**config.mk**
```make
export PLATFORM = sky130hd
export DESIGN_NAME = rom_fetch_ctrl
export DESIGN_NICKNAME = d
export VERILOG_FILES = /design/src/rtl/rom_fetch_pkg.sv /design/src/rtl/rom_fetch_ctrl_arbiter.sv /design/src/rtl/rom_fetch_ctrl.sv
export SDC_FILE = /design/constraint.sdc
export NUM_CORES = 1
export LEC_CHECK = 0
export ABC_AREA = 1
export CAP_MARGIN = 20
export CORE_MARGIN = 1.5
export CORE_UTILIZATION = 30
export CTS_CLUSTER_SIZE = 40
export DETAILED_ROUTE_END_ITERATION = 16
export GPL_ROUTABILITY_DRIVEN = 0
export SLEW_MARGIN = 20
export SYNTH_ARGS = -nofsm -noshare
export SYNTH_HDL_FRONTEND = slang
export SYNTH_HIERARCHICAL = 1
export SYNTH_SLANG_ARGS = --single-unit
```
**constraint.sdc**
```tcl
create_clock -name clk -period 3.7 [get_ports clk]
set_clock_uncertainty 0.15 [all_clocks]
set_input_delay 0.74 -clock clk [delete_from_list [all_inputs] [get_ports clk]]
set_output_delay 0.74 -clock clk [all_outputs]
set_load 0.01 [all_outputs]
```
**src/rtl/rom_fetch_pkg.sv**
```systemverilog
// Shared types and constants for the ROM fetch/load sequencing controller.
package rom_fetch_pkg;

  typedef enum logic [1:0] {
    IDLE = 2'd0,
    READ = 2'd1,
    RESP = 2'd2
  } state_e;

  typedef enum logic {
    PORT_IF = 1'b0,
    PORT_LD = 1'b1
  } port_e;

  localparam logic [1:0] SZ_BYTE = 2'd0;
  localparam logic [1:0] SZ_HALF = 2'd1;
  localparam logic [1:0] SZ_WORD = 2'd2;

  localparam int unsigned WORD_BYTES = 4;

  // Number of byte reads for a load; the reserved encoding reads a full word.
  function automatic logic [2:0] size_to_n(input logic [1:0] sz);
    logic [2:0] n;
    case (sz)
      SZ_BYTE: n = 3'd1;
      SZ_HALF: n = 3'd2;
      SZ_WORD: n = 3'd4;
      default: n = 3'd4;
    endcase
    return n;
  endfunction

endpackage

```
**src/rtl/rom_fetch_ctrl_arbiter.sv**
```systemverilog
// Two-requester round-robin arbiter; bit 0 is instruction fetch, bit 1 is data load.
module rom_rr_arbiter
  import rom_fetch_pkg::*;
(
  input  logic       clk,
  input  logic       rst_n,
  input  logic       en_i,
  input  logic [1:0] req_i,
  output logic [1:0] gnt_o
);

  port_e last_grant_q;

  // On a tie the port that was not served last wins.
  always_comb begin
    gnt_o = 2'b00;
    if (en_i && (req_i == 2'b11)) begin
      gnt_o = (last_grant_q == PORT_LD) ? 2'b01 : 2'b10;
    end else if (en_i) begin
      gnt_o = req_i;
    end else begin
      gnt_o = 2'b00;
    end
  end

  always_ff @(posedge clk or negedge rst_n) begin
    if (!rst_n) begin
      last_grant_q <= PORT_LD;
    end else if (|gnt_o) begin
      last_grant_q <= gnt_o[1] ? PORT_LD : PORT_IF;
    end else begin
      last_grant_q <= last_grant_q;
    end
  end

endmodule

```
**src/rtl/rom_fetch_ctrl.sv**
```systemverilog
// Shares the byte-wide ROM between instruction fetch and data load, assembling LE words.
// Optional one-entry fetch buffer enabled by defining ROM_FETCH_BUF_EN.
module rom_fetch_ctrl
  import rom_fetch_pkg::*;
#(
  parameter int unsigned ROM_BYTES = 112
) (
  input  logic        clk,
  input  logic        rst_n,
  input  logic        if_req,
  input  logic [31:0] if_addr,
  output logic        if_ack,
  output logic [31:0] if_data,
  input  logic        ld_req,
  input  logic [31:0] ld_addr,
  input  logic [1:0]  ld_size,
  output logic        ld_ack,
  output logic [31:0] ld_data,
  output logic [31:0] rom_address,
  input  logic [7:0]  rom_byte
);

  if (ROM_BYTES == 0) begin : g_rom_bytes_chk
    $error("ROM_BYTES must be nonzero");
  end

  state_e      state_q, state_d;
  port_e       port_q, port_d;
  logic [1:0]  cnt_q, cnt_d;
  logic [2:0]  n_q, n_d;
  logic [31:0] rsp_q, rsp_d, rom_addr_q, rom_addr_d;
  logic [31:0] if_data_q, if_data_d, ld_data_q, ld_data_d;
  logic        if_ack_q, if_ack_d, ld_ack_q, ld_ack_d;
  logic [1:0]  gnt_s;
  logic        last_byte_s, hit_s;
  logic [31:0] byte_word_s, rsp_next_s, hit_word_s;

  rom_rr_arbiter u_arb (
    .clk   (clk),
    .rst_n (rst_n),
    .en_i  (state_q == IDLE),
    .req_i ({ld_req, if_req}),
    .gnt_o (gnt_s)
  );

  assign last_byte_s = ({1'b0, cnt_q} == (n_q - 3'd1));
  assign byte_word_s = {24'd0, rom_byte} << {cnt_q, 3'b000};
  assign rsp_next_s  = rsp_q | byte_word_s;

`ifdef ROM_FETCH_BUF_EN
  logic        buf_valid_q, buf_valid_d, fill_s;
  logic [31:0] buf_tag_q, buf_tag_d, buf_word_q, buf_word_d, base_q, base_d;

  assign hit_s      = gnt_s[0] && buf_valid_q && (if_addr == buf_tag_q);
  assign hit_word_s = buf_word_q;
  assign fill_s     = (state_q == READ) && last_byte_s && (port_q == PORT_IF);

  // Buffer captures every completed fetch, tagged with its latched base address.
  always_comb begin
    base_d      = base_q;
    buf_valid_d = buf_valid_q;
    buf_tag_d   = buf_tag_q;
    buf_word_d  = buf_word_q;
    if ((state_q == IDLE) && gnt_s[0]) begin
      base_d = if_addr;
    end else if (fill_s) begin
      buf_valid_d = 1'b1;
      buf_tag_d   = base_q;
      buf_word_d  = rsp_next_s;
    end else begin
      base_d = base_q;
    end
  end

  always_ff @(posedge clk or negedge rst_n) begin
    if (!rst_n) begin
      base_q      <= 32'd0;
      buf_valid_q <= 1'b0;
      buf_tag_q   <= 32'd0;
      buf_word_q  <= 32'd0;
    end else begin
      base_q      <= base_d;
      buf_valid_q <= buf_valid_d;
      buf_tag_q   <= buf_tag_d;
      buf_word_q  <= buf_word_d;
    end
  end
`else
  assign hit_s      = 1'b0;
  assign hit_word_s = 32'd0;
`endif

  always_ff @(posedge clk or negedge rst_n) begin
    if (!rst_n) begin
      state_q <= IDLE;
    end else begin
      state_q <= state_d;
    end
  end

  always_comb begin
    state_d = state_q;
    case (state_q)
      IDLE: begin
        if (|gnt_s) begin
          state_d = hit_s ? RESP : READ;
        end else begin
          state_d = IDLE;
        end
      end
      READ: begin
        if (last_byte_s) begin
          state_d = RESP;
        end else begin
          state_d = READ;
        end
      end
      RESP:    state_d = IDLE;
      default: state_d = IDLE;
    endcase
  end

  // Acks are computed a cycle early so they are registered and high only in RESP.
  always_comb begin
    port_d     = port_q;
    cnt_d      = cnt_q;
    n_d        = n_q;
    rsp_d      = rsp_q;
    rom_addr_d = rom_addr_q;
    if_data_d  = if_data_q;
    ld_data_d  = ld_data_q;
    if_ack_d   = 1'b0;
    ld_ack_d   = 1'b0;
    case (state_q)
      IDLE: begin
        if (|gnt_s) begin
          port_d = gnt_s[1] ? PORT_LD : PORT_IF;
          n_d    = gnt_s[1] ? size_to_n(ld_size) : 3'(WORD_BYTES);
          cnt_d  = 2'd0;
          rsp_d  = 32'd0;
          if (hit_s) begin
            if_data_d = hit_word_s;
            if_ack_d  = 1'b1;
          end else begin
            rom_addr_d = gnt_s[1] ? ld_addr : if_addr;
          end
        end else begin
          cnt_d = 2'd0;
        end
      end
      READ: begin
        rsp_d = rsp_next_s;
        if (last_byte_s) begin
          cnt_d = 2'd0;
          if (port_q == PORT_IF) begin
            if_data_d = rsp_next_s;
            if_ack_d  = 1'b1;
          end else begin
            ld_data_d = rsp_next_s;
            ld_ack_d  = 1'b1;
          end
        end else begin
          cnt_d      = cnt_q + 2'd1;
          rom_addr_d = rom_addr_q + 32'd1;
        end
      end
      RESP:    cnt_d = 2'd0;
      default: cnt_d = 2'd0;
    endcase
  end

  always_ff @(posedge clk or negedge rst_n) begin
    if (!rst_n) begin
      port_q     <= PORT_IF;
      cnt_q      <= 2'd0;
      n_q        <= 3'd4;
      rsp_q      <= 32'd0;
      rom_addr_q <= 32'd0;
      if_data_q  <= 32'd0;
      ld_data_q  <= 32'd0;
      if_ack_q   <= 1'b0;
      ld_ack_q   <= 1'b0;
    end else begin
      port_q     <= port_d;
      cnt_q      <= cnt_d;
      n_q        <= n_d;
      rsp_q      <= rsp_d;
      rom_addr_q <= rom_addr_d;
      if_data_q  <= if_data_d;
      ld_data_q  <= ld_data_d;
      if_ack_q   <= if_ack_d;
      ld_ack_q   <= ld_ack_d;
    end
  end

  assign if_ack      = if_ack_q;
  assign ld_ack      = ld_ack_q;
  assign if_data     = if_data_q;
  assign ld_data     = ld_data_q;
  assign rom_address = rom_addr_q;

endmodule

```
* After elaboration in Yosys (flattened, before gate mapping) *
Cells that the tools add are included.

word-level totals
  output and inout port bits = 98
  register bits after elaboration = 139
  bits of input ports = 78
  logic and storage cells = 56

operators by class
  equality and inequality tests = 6
  $add $sub $neg = 3
  multiplexer cells = 23
  bitwise gates (word level) = 2
  shift-type cells = 1
  reductions and logical operators = 10

operator list
  operator                                                                count
  32-bit 2-to-1 mux                                                       4
  32-bit case mux with 2 select lines                                     2
  32-bit by 1-bit adder with 32-bit output (second input constant)        1
  32-bit bitwise OR                                                       1
  8-bit by 5-bit left shift with 32-bit output                            1
  2-bit 2-to-1 mux                                                        6
  3-bit AND reduction                                                     3
  1-bit 2-to-1 mux                                                        8
  3-bit case mux with 2 select lines                                      1
  2-bit by 1-bit equality test with 1-bit output (second input constant)  2
  2-bit zero test                                                         2
  2-bit != test (second input constant)                                   2
  2-bit case mux with 2 select lines                                      1
  2-bit AND reduction                                                     2
  2-bit by 3-bit equality test with 1-bit output                          1
  3-bit 2-to-1 mux                                                        1
  3-bit by 1-bit subtractor with 3-bit output (second input constant)     1
  2-bit by 1-bit adder with 2-bit output (second input constant)          1
  2-bit equality test (second input constant)                             1
  2-bit nonzero test                                                      1
  2-bit OR reduction                                                      1
  1-bit logical AND                                                       1
  1-bit inverter                                                          1

* Depth between registers and ports, before layout *
Gate-level depths: netlist of run 1.

  word-level depth = 6
  mapped depth = 13
  mapped depth without buffers = 12

* By module *
The synthesis of run 1 kept the hierarchy.

modules (own cells, without submodules)
  module          sequential area each (um^2)  times used  area an instance (um^2)  cells each
  rom_fetch_ctrl  3454.6                       1           7130.6                   910
  rom_rr_arbiter  26.3                         1           65.1                     11

* Worst setup path after synthesis of run 1 *
OpenSTA, ideal clock, no wires.

  kind = input to register
  from = input ld_req
  to = register rom_addr_q[20], in the netlist rom_address[20]
  stages on the path = 9
  arrival = 1.829 ns
  buffers on the path = 2
  data required time = 3.473 ns
  setup slack = 1.643 ns
  setup time = 0.077 ns
  path through = nand2_1 -> inv_1 -> nand2_1 -> inv_1 -> buf_2 -> o21ai_2 -> clkbuf_1 -> a21oi_1 -> a21oi_1

between the ends
  cells in the longest elaborated chain, start to end = 6
  elaborated cells between the ends (all ways) = 10
  classes of those cells = 2 x eq/ne; 5 x mux; 3 x reduce/logical

ends and longest elaborated chain
  what                                                                               RTL line                                      RTL
  start: declaration                                                                 rom_fetch_ctrl.sv:14                          input logic ld_req,
  2-bit equality test                                                                rom_fetch_ctrl_arbiter.sv:17                  if (en_i && (req_i == 2'b11)) begin
  1-bit logical AND                                                                  rom_fetch_ctrl_arbiter.sv:17
  2-bit 2-to-1 mux *                                                                 rom_fetch_ctrl_arbiter.sv:17
  net gnt_s[1]                                                                       rom_fetch_ctrl.sv:34                          logic [1:0] gnt_s;
  32-bit 2-to-1 mux / 2-bit OR reduction (equally long branches)                     rom_fetch_ctrl.sv:145, rom_fetch_ctrl.sv:136
  32-bit 2-to-1 mux / 2-bit != test (equally long branches)                          --
  32-bit case mux with 2 select lines / 3-bit AND reduction (equally long branches)  --
  end signal: assignment                                                             rom_fetch_ctrl.sv:188                         rom_addr_q <= rom_addr_d;
  end: declaration                                                                   rom_fetch_ctrl.sv:31                          logic [31:0] rsp_q, rsp_d, rom_addr_q, rom_addr_d;

The timed path passes the listed nets; every way through them passes the cells marked *. The select of a mux whose other input is x is not followed.
A chain may end at the register's enable or synchronous reset.

* Final worst setup path of run 1 *
  from = input ld_req
  to = register rom_addr_q[31], in the netlist rom_address[31]

The elaborated chain is that of the path after synthesis.

==> results of run 1 <==
==> where the power goes <==
part | switching (mW) | internal [mW]
registers | 0.566 | 2.25
logic | 2.50 | 1.93
clock network | 0.713 | 1.10
total | 3.77 | 5.29
==> cell usage in the layout (no fill, tap or decap), drive strengths merged <==
master         count
o32ai              1
inv              105
nand2            279
clkbuf            19
nand3b             1
xnor2              1
o21a               1
o22ai             30
o21bai             6
ha                 2
nor2              93
dfrtp            137
buf               10
clkinv             1
nand3             46
clkdlybuf4s50    174
a21oi             58
o21ai            113
a31oi              8
o211ai             1
bufinv             3
dfstp              2
clkinvlp           2
nor3               1
diode              1
==> cell families (layout without fill, tap and decap cells) <==
| family | after synthesis | count (layout) | share of synthesized area [%] |
|---|---|---|---|
| compound gates | 218 | 218 | 18.3 |
| buf+inv | 141 | 314 | 9.23 |
| fa+ha+maj | 2 | 2 | 0.348 |
| xor+xnor | 1 | 1 | 0.122 |
| flops | 139 | 139 | 48.4 |
| simple gates | 420 | 420 | 23.6 |
| other cells | 0 | 1 | 0 |
==> sequential cells by signal, indices dropped and copies added, names as in the netlist <==
register,count
u_arb/last_grant_q,1
n_q,3
if_data,32
port_q,1
state_q,2
rsp_q,32
rom_address,32
ld_ack,1
cnt_q,2
ld_data,32
if_ack,1
==> critical path, cell delays in order <==
cell and delay [ps]:
clkdlybuf4s50_1 480, nand2_1 60, inv_1 60, nand2_1 50
inv_1 70, buf_4 340, o21ai_2 140, nand2_2 420
buf_4 310, nor2_1 60, a21oi_1 130
==> through the flow <==
stage	instances	hold WS, ps	worst slack, ps
floorplan	921	294	1640
global placement	1381	314	612
detailed placement	1381	317	552
CTS	1413	150	908
global route	1413	164	683
finish	1414	132	1010
==> routing by layer <==
| metal | up-vias | part of all wire (%) | global-route usage [%] |
|---|---|---|---|
| met5 | - | 0.062 | 0 |
| met4 | 2 | 0.79 | 4.09 |
| met3 | 14 | 6.8 | 5.15 |
| met2 | 189 | 48 | 28.6 |
| met1 | 3058 | 45 | 22.1 |
| li1 | 3306 | - | - |
==> final cells by class <==
| type | count | area (µm²) |
|---|---|---|
| fillers | 2421 | 13700 |
| flip-flops and latches | 139 | 3480 |
| multi-input cells | 641 | 3050 |
| repair buffers | 184 | 1830 |
| clock buffers | 19 | 443 |
| well taps | 319 | 399 |
| inverters | 98 | 378 |
| clock inverters | 13 | 180 |
| diodes | 1 | 2.50 |
==> path summary, 6_finish.rpt <==
kind	startpoint	to	cells after the start
setup / recovery	ld_req	rom_address[31]$_DFFE_PN0P_	11
hold / removal	rst_n	if_data[20]$_DFFE_PN0P_	1
setup reg to reg	state_q[1]$_DFF_PN0_	rom_address[31]$_DFFE_PN0P_	11
hold reg to reg	if_data[30]$_DFFE_PN0P_	if_data[30]$_DFFE_PN0P_	2
max in group asynchronous	rst_n	rsp_q[26]$_DFFE_PN0P_	2
min in group clk	if_data[30]$_DFFE_PN0P_	if_data[30]$_DFFE_PN0P_	2
==> flow_results.xml, run 1 <==
<?xml version="1.0" encoding="UTF-8"?>
<metrics>
  <group name="global_routing">
    <metric name="pin_count_of_the_biggest_net_entering_global_routing" unit="">63</metric>
    <metric name="grt_remaining_overflow" unit="">0</metric>
    <metric name="global_route_wire_length_before_repair" unit="µm">33100</metric>
    <metric name="vias_in_the_first_global_route" unit="">6236</metric>
    <metric name="antenna_found_initial" unit="">2</metric>
    <metric name="global_route.usage.total" unit="%">17.3</metric>
  </group>
  <group name="timing">
    <metric name="minimum_clock_period" unit="ps">2690</metric>
    <metric name="max_slew.worst_pin.slew" unit="ps">972</metric>
    <metric name="setup-violations-final" unit="">0</metric>
    <metric name="timing.final.max_slew_violations" unit="">0</metric>
    <metric name="final_min_period_over_clock_period" unit="%">72.8</metric>
    <metric name="grt_setup_unrepaired" unit="">no</metric>
    <metric name="setup_total_negative_slack" unit="ps">0</metric>
    <metric name="hold_viol_final" unit="">0</metric>
    <metric name="timing.fmax" unit="MHz">371</metric>
    <metric name="slew_headroom" unit="%">35.2</metric>
  </group>
  <group name="critical_path">
    <metric name="timing.critical_path.from_type" unit="">primary input</metric>
    <metric name="worst-setup-path-type" unit="">in -&gt; reg</metric>
    <metric name="timing.critical_path.required" unit="ps">3890</metric>
    <metric name="cp_max_fo" unit="">33</metric>
    <metric name="timing.reg2reg.setup_slack" unit="ps">1010</metric>
    <metric name="setup.worst_path.end_class" unit="">register</metric>
    <metric name="worst_ep_arrival_time" unit="ps">2890</metric>
  </group>
  <group name="place">
    <metric name="detailed_place_hpwl" unit="µm">14800</metric>
    <metric name="postPlaceCellArea" unit="µm²">9140</metric>
    <metric name="io_buffers" unit="">175</metric>
  </group>
  <group name="clocking">
    <metric name="cts_num_sinks" unit="">139</metric>
    <metric name="cts_htree_levels" unit="">4</metric>
    <metric name="cts_made_buffers" unit="">17</metric>
    <metric name="cts-root-buf" unit="">clkbuf_16</metric>
    <metric name="number_of_cells_upsized_or_downsized_after_cts" unit="">0</metric>
    <metric name="clock_latency_on_the_worst_skew_pair" unit="ps">430</metric>
    <metric name="cts_setup_buffers" unit="">0</metric>
    <metric name="hold_bufs_inserted_after_cts" unit="">0</metric>
    <metric name="cts.clk_slew.worst_paths" unit="ps">60</metric>
    <metric name="cts_tree" unit="">done</metric>
    <metric name="cts.path.max_buffers" unit="">2</metric>
  </group>
  <group name="synth">
    <metric name="netlist_instances" unit="">921</metric>
    <metric name="ys_async_sr_fraction" unit="%">100</metric>
    <metric name="netlist-cell-type-count" unit="">33</metric>
    <metric name="yosys.area.top_type_share" unit="%">47.6</metric>
    <metric name="synth_ff_type" unit="">dfrtp_1</metric>
    <metric name="synth_sequential_area_ratio" unit="%">48.4</metric>
    <metric name="synth_top_cell_by_area" unit="">dfrtp_1</metric>
    <metric name="ys_ff_latch" unit="">139</metric>
    <metric name="synth.area.top_cells" unit="">dfrtp_1 (48%), nand2_1 (14%), o21ai_2 (5.0%)</metric>
    <metric name="most_repeated_cell_in_the_gate_level_netlist_after_synthesis" unit="">nand2_1</metric>
    <metric name="synth.yosys.warnings" unit="">6</metric>
    <metric name="synth_common_cells" unit="">nand2_1 (274), dfrtp_1 (137), inv_1 (92)</metric>
    <metric name="syn-mean-instance-area" unit="µm²">7.81</metric>
    <metric name="net_count_after_synthesis" unit="">1001</metric>
    <metric name="synth-edff-count" unit="">0</metric>
    <metric name="post_synth_instance_area" unit="µm²">7200</metric>
  </group>
  <group name="drt">
    <metric name="route.detailed.vias_per_inst" unit="">4.65</metric>
    <metric name="initialDrtViolationCount" unit="">500</metric>
    <metric name="num_vias" unit="">6569</metric>
    <metric name="detail-route-antenna-nets" unit="">0</metric>
    <metric name="detail_route.drc_violations" unit="">0</metric>
    <metric name="drtPass1Iterations" unit="">5</metric>
    <metric name="wl" unit="µm">21000</metric>
    <metric name="routed_wire_length_per_instance" unit="µm">14.8</metric>
  </group>
  <group name="floorplanning">
    <metric name="die_w" unit="µm">158</metric>
    <metric name="row_count" unit="">56</metric>
    <metric name="floorplan.core_area" unit="µm²">23500</metric>
    <metric name="initial_utilization" unit="%">30.7</metric>
    <metric name="floorplan.die_area" unit="µm²">24900</metric>
    <metric name="chipHeight" unit="µm">158</metric>
    <metric name="io-pin-count" unit="">176</metric>
  </group>
  <group name="cells_and_area">
    <metric name="layout.nets" unit="">1161</metric>
    <metric name="layout-drive-gt1-share" unit="%">9.32</metric>
    <metric name="stdcell_area" unit="µm²">9770</metric>
    <metric name="layout.core_utilization" unit="%">41.6</metric>
    <metric name="layout-area-overhead-vs-synth" unit="%">35.7</metric>
  </group>
  <group name="outcome">
    <metric name="outcome" unit="">finished clean</metric>
  </group>
  <group name="run">
    <metric name="max-cap-violations" unit="">0</metric>
  </group>
  <group name="power">
    <metric name="totalPowerFinal" unit="mW">9.06</metric>
    <metric name="p_leak" unit="nW">4.43</metric>
    <metric name="pwr_density_cell" unit="nW/µm²">928</metric>
    <metric name="ir_drop" unit="mV">0.282</metric>
  </group>
  <group name="worst_hold_path">
    <metric name="timing.hold.worst.class" unit="">in -&gt; async</metric>
  </group>
</metrics>
Power figures use the tool's default switching activity.
==> inputs of run 2 (changes only) <==
clock period = 2.6 ns   (was 3.7 ns; I/O delays follow)
==> flow_results.xml, run 2 (synthesized netlist as in run 1, its figures left out) <==
<?xml version="1.0" encoding="UTF-8"?>
<metrics>
  <group name="critical_path">
    <metric name="critical_path.slowest_cell" unit="">inv_4</metric>
    <metric name="cell_chain_of_the_critical_path" unit="">inv_1, ha_1, nand2_1, nand2_1, nand3_2, inv_2, nand2_4, nor2_4, inv_4, nand2_1, o21ai_1</metric>
    <metric name="max_stage_delay" unit="ps">500</metric>
    <metric name="timing.critical_path.required" unit="ps">2780</metric>
    <metric name="beginning_of_the_worst_register_to_register_path" unit="">n_q[0]$_DFFE_PN0P_</metric>
    <metric name="worst_ep_arrival_time" unit="ps">2360</metric>
    <metric name="timing.critical_path.from_type" unit="">register</metric>
    <metric name="setup.worst_path.end_class" unit="">register</metric>
    <metric name="critPathMostFrequentCell" unit="">nand2_1</metric>
    <metric name="cp_max_fo" unit="">62</metric>
    <metric name="worst-setup-path-type" unit="">reg -&gt; reg</metric>
    <metric name="path_buf_inv" unit="">3</metric>
    <metric name="critPathTopFamily" unit="">buffers and inverters</metric>
    <metric name="critPathLaunch" unit="">n_q[0]$_DFFE_PN0P_</metric>
  </group>
  <group name="cells_and_area">
    <metric name="footprint_of_the_multi_input_gates" unit="µm²">3050</metric>
    <metric name="layout-drive-gt1-share" unit="%">9.55</metric>
    <metric name="mostFrequentLayoutCells" unit="">nand2_1 (274), clkdlybuf4s50_1 (174), dfrtp_1 (137), inv_1 (92), nor2_1 (87)</metric>
    <metric name="layout.nets" unit="">1166</metric>
    <metric name="layout-area-overhead-vs-synth" unit="%">36.7</metric>
    <metric name="mostFrequentLayoutCell" unit="">nand2_1</metric>
    <metric name="n_fill_cell" unit="">2417</metric>
    <metric name="register_area" unit="µm²">3480</metric>
    <metric name="layout.cells.non_filler" unit="">1419</metric>
  </group>
  <group name="place">
    <metric name="pre_cts_ws" unit="ps">90.6</metric>
    <metric name="detailed_place_hpwl" unit="µm">14800</metric>
    <metric name="io_buffers" unit="">175</metric>
    <metric name="place.detailed.instances" unit="">1385</metric>
  </group>
  <group name="timing">
    <metric name="timing.final.max_slew_violations" unit="">0</metric>
    <metric name="minimum_clock_period" unit="ps">2180</metric>
    <metric name="layout_setup_ws" unit="ps">420</metric>
    <metric name="grt_setup_unrepaired" unit="">no</metric>
    <metric name="setup_total_negative_slack" unit="ps">0</metric>
    <metric name="timing.fmax" unit="MHz">459</metric>
    <metric name="max_slew.worst_pin.slew" unit="ps">720</metric>
    <metric name="slew_headroom" unit="%">52.0</metric>
    <metric name="hold_viol_final" unit="">0</metric>
    <metric name="final_min_period_over_clock_period" unit="%">83.9</metric>
    <metric name="setup-violations-final" unit="">0</metric>
  </group>
  <group name="global_routing">
    <metric name="pin_count_of_the_biggest_net_entering_global_routing" unit="">63</metric>
    <metric name="antenna_found_initial" unit="">2</metric>
    <metric name="global_route_wire_length_before_repair" unit="µm">33500</metric>
    <metric name="vias_in_the_first_global_route" unit="">6434</metric>
    <metric name="global_route.usage.total" unit="%">17.4</metric>
    <metric name="grt_remaining_overflow" unit="">0</metric>
  </group>
  <group name="power">
    <metric name="seq_power_share" unit="%">31.1</metric>
    <metric name="p_int" unit="mW">7.59</metric>
    <metric name="p_leak" unit="nW">4.46</metric>
    <metric name="pwr_density_cell" unit="nW/µm²">1320</metric>
    <metric name="switching_power" unit="mW">5.35</metric>
    <metric name="ir_drop" unit="mV">0.414</metric>
    <metric name="totalPowerFinal" unit="mW">12.9</metric>
    <metric name="share_clk_of_total_power" unit="%">19.3</metric>
    <metric name="comb_power_share" unit="%">49.7</metric>
    <metric name="proportion_of_total_power_due_to_net_switching" unit="%">41.3</metric>
  </group>
  <group name="drt">
    <metric name="detail_route.drc_violations" unit="">0</metric>
    <metric name="routed_wire_length_per_instance" unit="µm">14.6</metric>
    <metric name="wl" unit="µm">20800</metric>
    <metric name="drtPass1Iterations" unit="">5</metric>
    <metric name="num_vias" unit="">6632</metric>
    <metric name="detail-route-antenna-nets" unit="">0</metric>
    <metric name="initialDrtViolationCount" unit="">455</metric>
    <metric name="route.detailed.vias_per_inst" unit="">4.67</metric>
  </group>
  <group name="clocking">
    <metric name="hold_bufs_inserted_after_cts" unit="">1</metric>
    <metric name="cts_num_sinks" unit="">139</metric>
    <metric name="cts.path.max_buffers" unit="">2</metric>
    <metric name="clock_latency_on_the_worst_skew_pair" unit="ps">420</metric>
    <metric name="cts_tree" unit="">done</metric>
    <metric name="cts_setup_buffers" unit="">0</metric>
    <metric name="cts.clk_slew.worst_paths" unit="ps">60</metric>
    <metric name="cts_made_buffers" unit="">17</metric>
    <metric name="cts_htree_levels" unit="">4</metric>
    <metric name="cts-root-buf" unit="">clkbuf_16</metric>
    <metric name="number_of_cells_upsized_or_downsized_after_cts" unit="">0</metric>
  </group>
  <group name="floorplanning">
    <metric name="initial_utilization" unit="%">30.7</metric>
    <metric name="row_count" unit="">56</metric>
    <metric name="floorplan.die_area" unit="µm²">24900</metric>
    <metric name="chipHeight" unit="µm">158</metric>
    <metric name="io-pin-count" unit="">176</metric>
    <metric name="floorplan.core_area" unit="µm²">23500</metric>
    <metric name="die_w" unit="µm">158</metric>
  </group>
  <group name="outcome">
    <metric name="outcome" unit="">finished clean</metric>
  </group>
  <group name="worst_hold_path">
    <metric name="startpoint_of_the_worst_hold_path" unit="">if_data[30]$_DFFE_PN0P_</metric>
    <metric name="timing.hold.worst.class" unit="">reg -&gt; reg</metric>
  </group>
  <group name="run">
    <metric name="max-cap-violations" unit="">0</metric>
  </group>
</metrics>
## run 2: changes by cell type in the layout (fill, tap and decap cells not counted), sizes merged
cell,delta
buf,+4
clkinv,+4
dlygate4sd3,+1
inv,-4
## run 2: power by group through the flow
stage                     clock network, mW  registers [mW]  logic [mW]
after floorplan                           0            4.20        3.52
after global routing                   2.64            4.18        7.20
final                                  2.49            4.02        6.43
after detailed placement                  0            4.05        6.49
after CTS                              2.56            4.03        6.52
after global placement                    0            4.04        6.38
## run 2: path summary, 6_finish.rpt
| check | endpoint | cells after the start | slack (ps) |
|---|---|---|---|
| hold reg to reg | if_data[30]$_DFFE_PN0P_ | 2 | 320 |
| hold / removal | if_data[30]$_DFFE_PN0P_ | 2 | 320 |
| min in group asynchronous | rsp_q[6]$_DFFE_PN0P_ | 2 | 470 |
| setup / recovery | ld_data[14]$_DFFE_PN0P_ | 11 | 420 |
| max in group asynchronous | if_ack$_DFF_PN0_ | 3 | 1160 |
| setup reg to reg | ld_data[14]$_DFFE_PN0P_ | 11 | 420 |
## run 2: area by class of cell
| class | instances | share of cell area, % |
|---|---|---|
| Antenna cell | 1 | 0.0254 |
| Timing Repair Buffer | 189 | 19.6 |
| Tap cell | 319 | 4.06 |
| Sequential cell | 139 | 35.4 |
| Multi-Input combinational cell | 641 | 31.0 |
| Clock inverter | 13 | 1.70 |
| Inverter | 98 | 3.84 |
| Clock buffer | 19 | 4.40 |
## run 2: routing by layer
metal | track usage [%] | vias up | routed length (µm)
met5 | 0 | - | 13
met3 | 4.63 | 18 | 1430
met2 | 28.7 | 206 | 9890
li1 | - | 3324 | -
met1 | 22.4 | 3082 | 9250
met4 | 4.85 | 2 | 192
## run 2: tightest hold or removal path, stage by stage, from the launching register on
cell	delay [ps]
dfrtp_1	340
nand2_1	50
nand2_1	50
## run 2: through the flow
| step | hold WS (ps) | util [%] | area (µm²) |
|---|---|---|---|
| after floorplan | 74.4 | - | 7200 |
| after global placement | 315 | 39.3 | 9220 |
| after detailed placement | 309 | 39.3 | 9220 |
| after CTS | 323 | 41.9 | 9830 |
| after global routing | 356 | 41.9 | 9830 |
| final | 319 | 41.9 | 9830 |
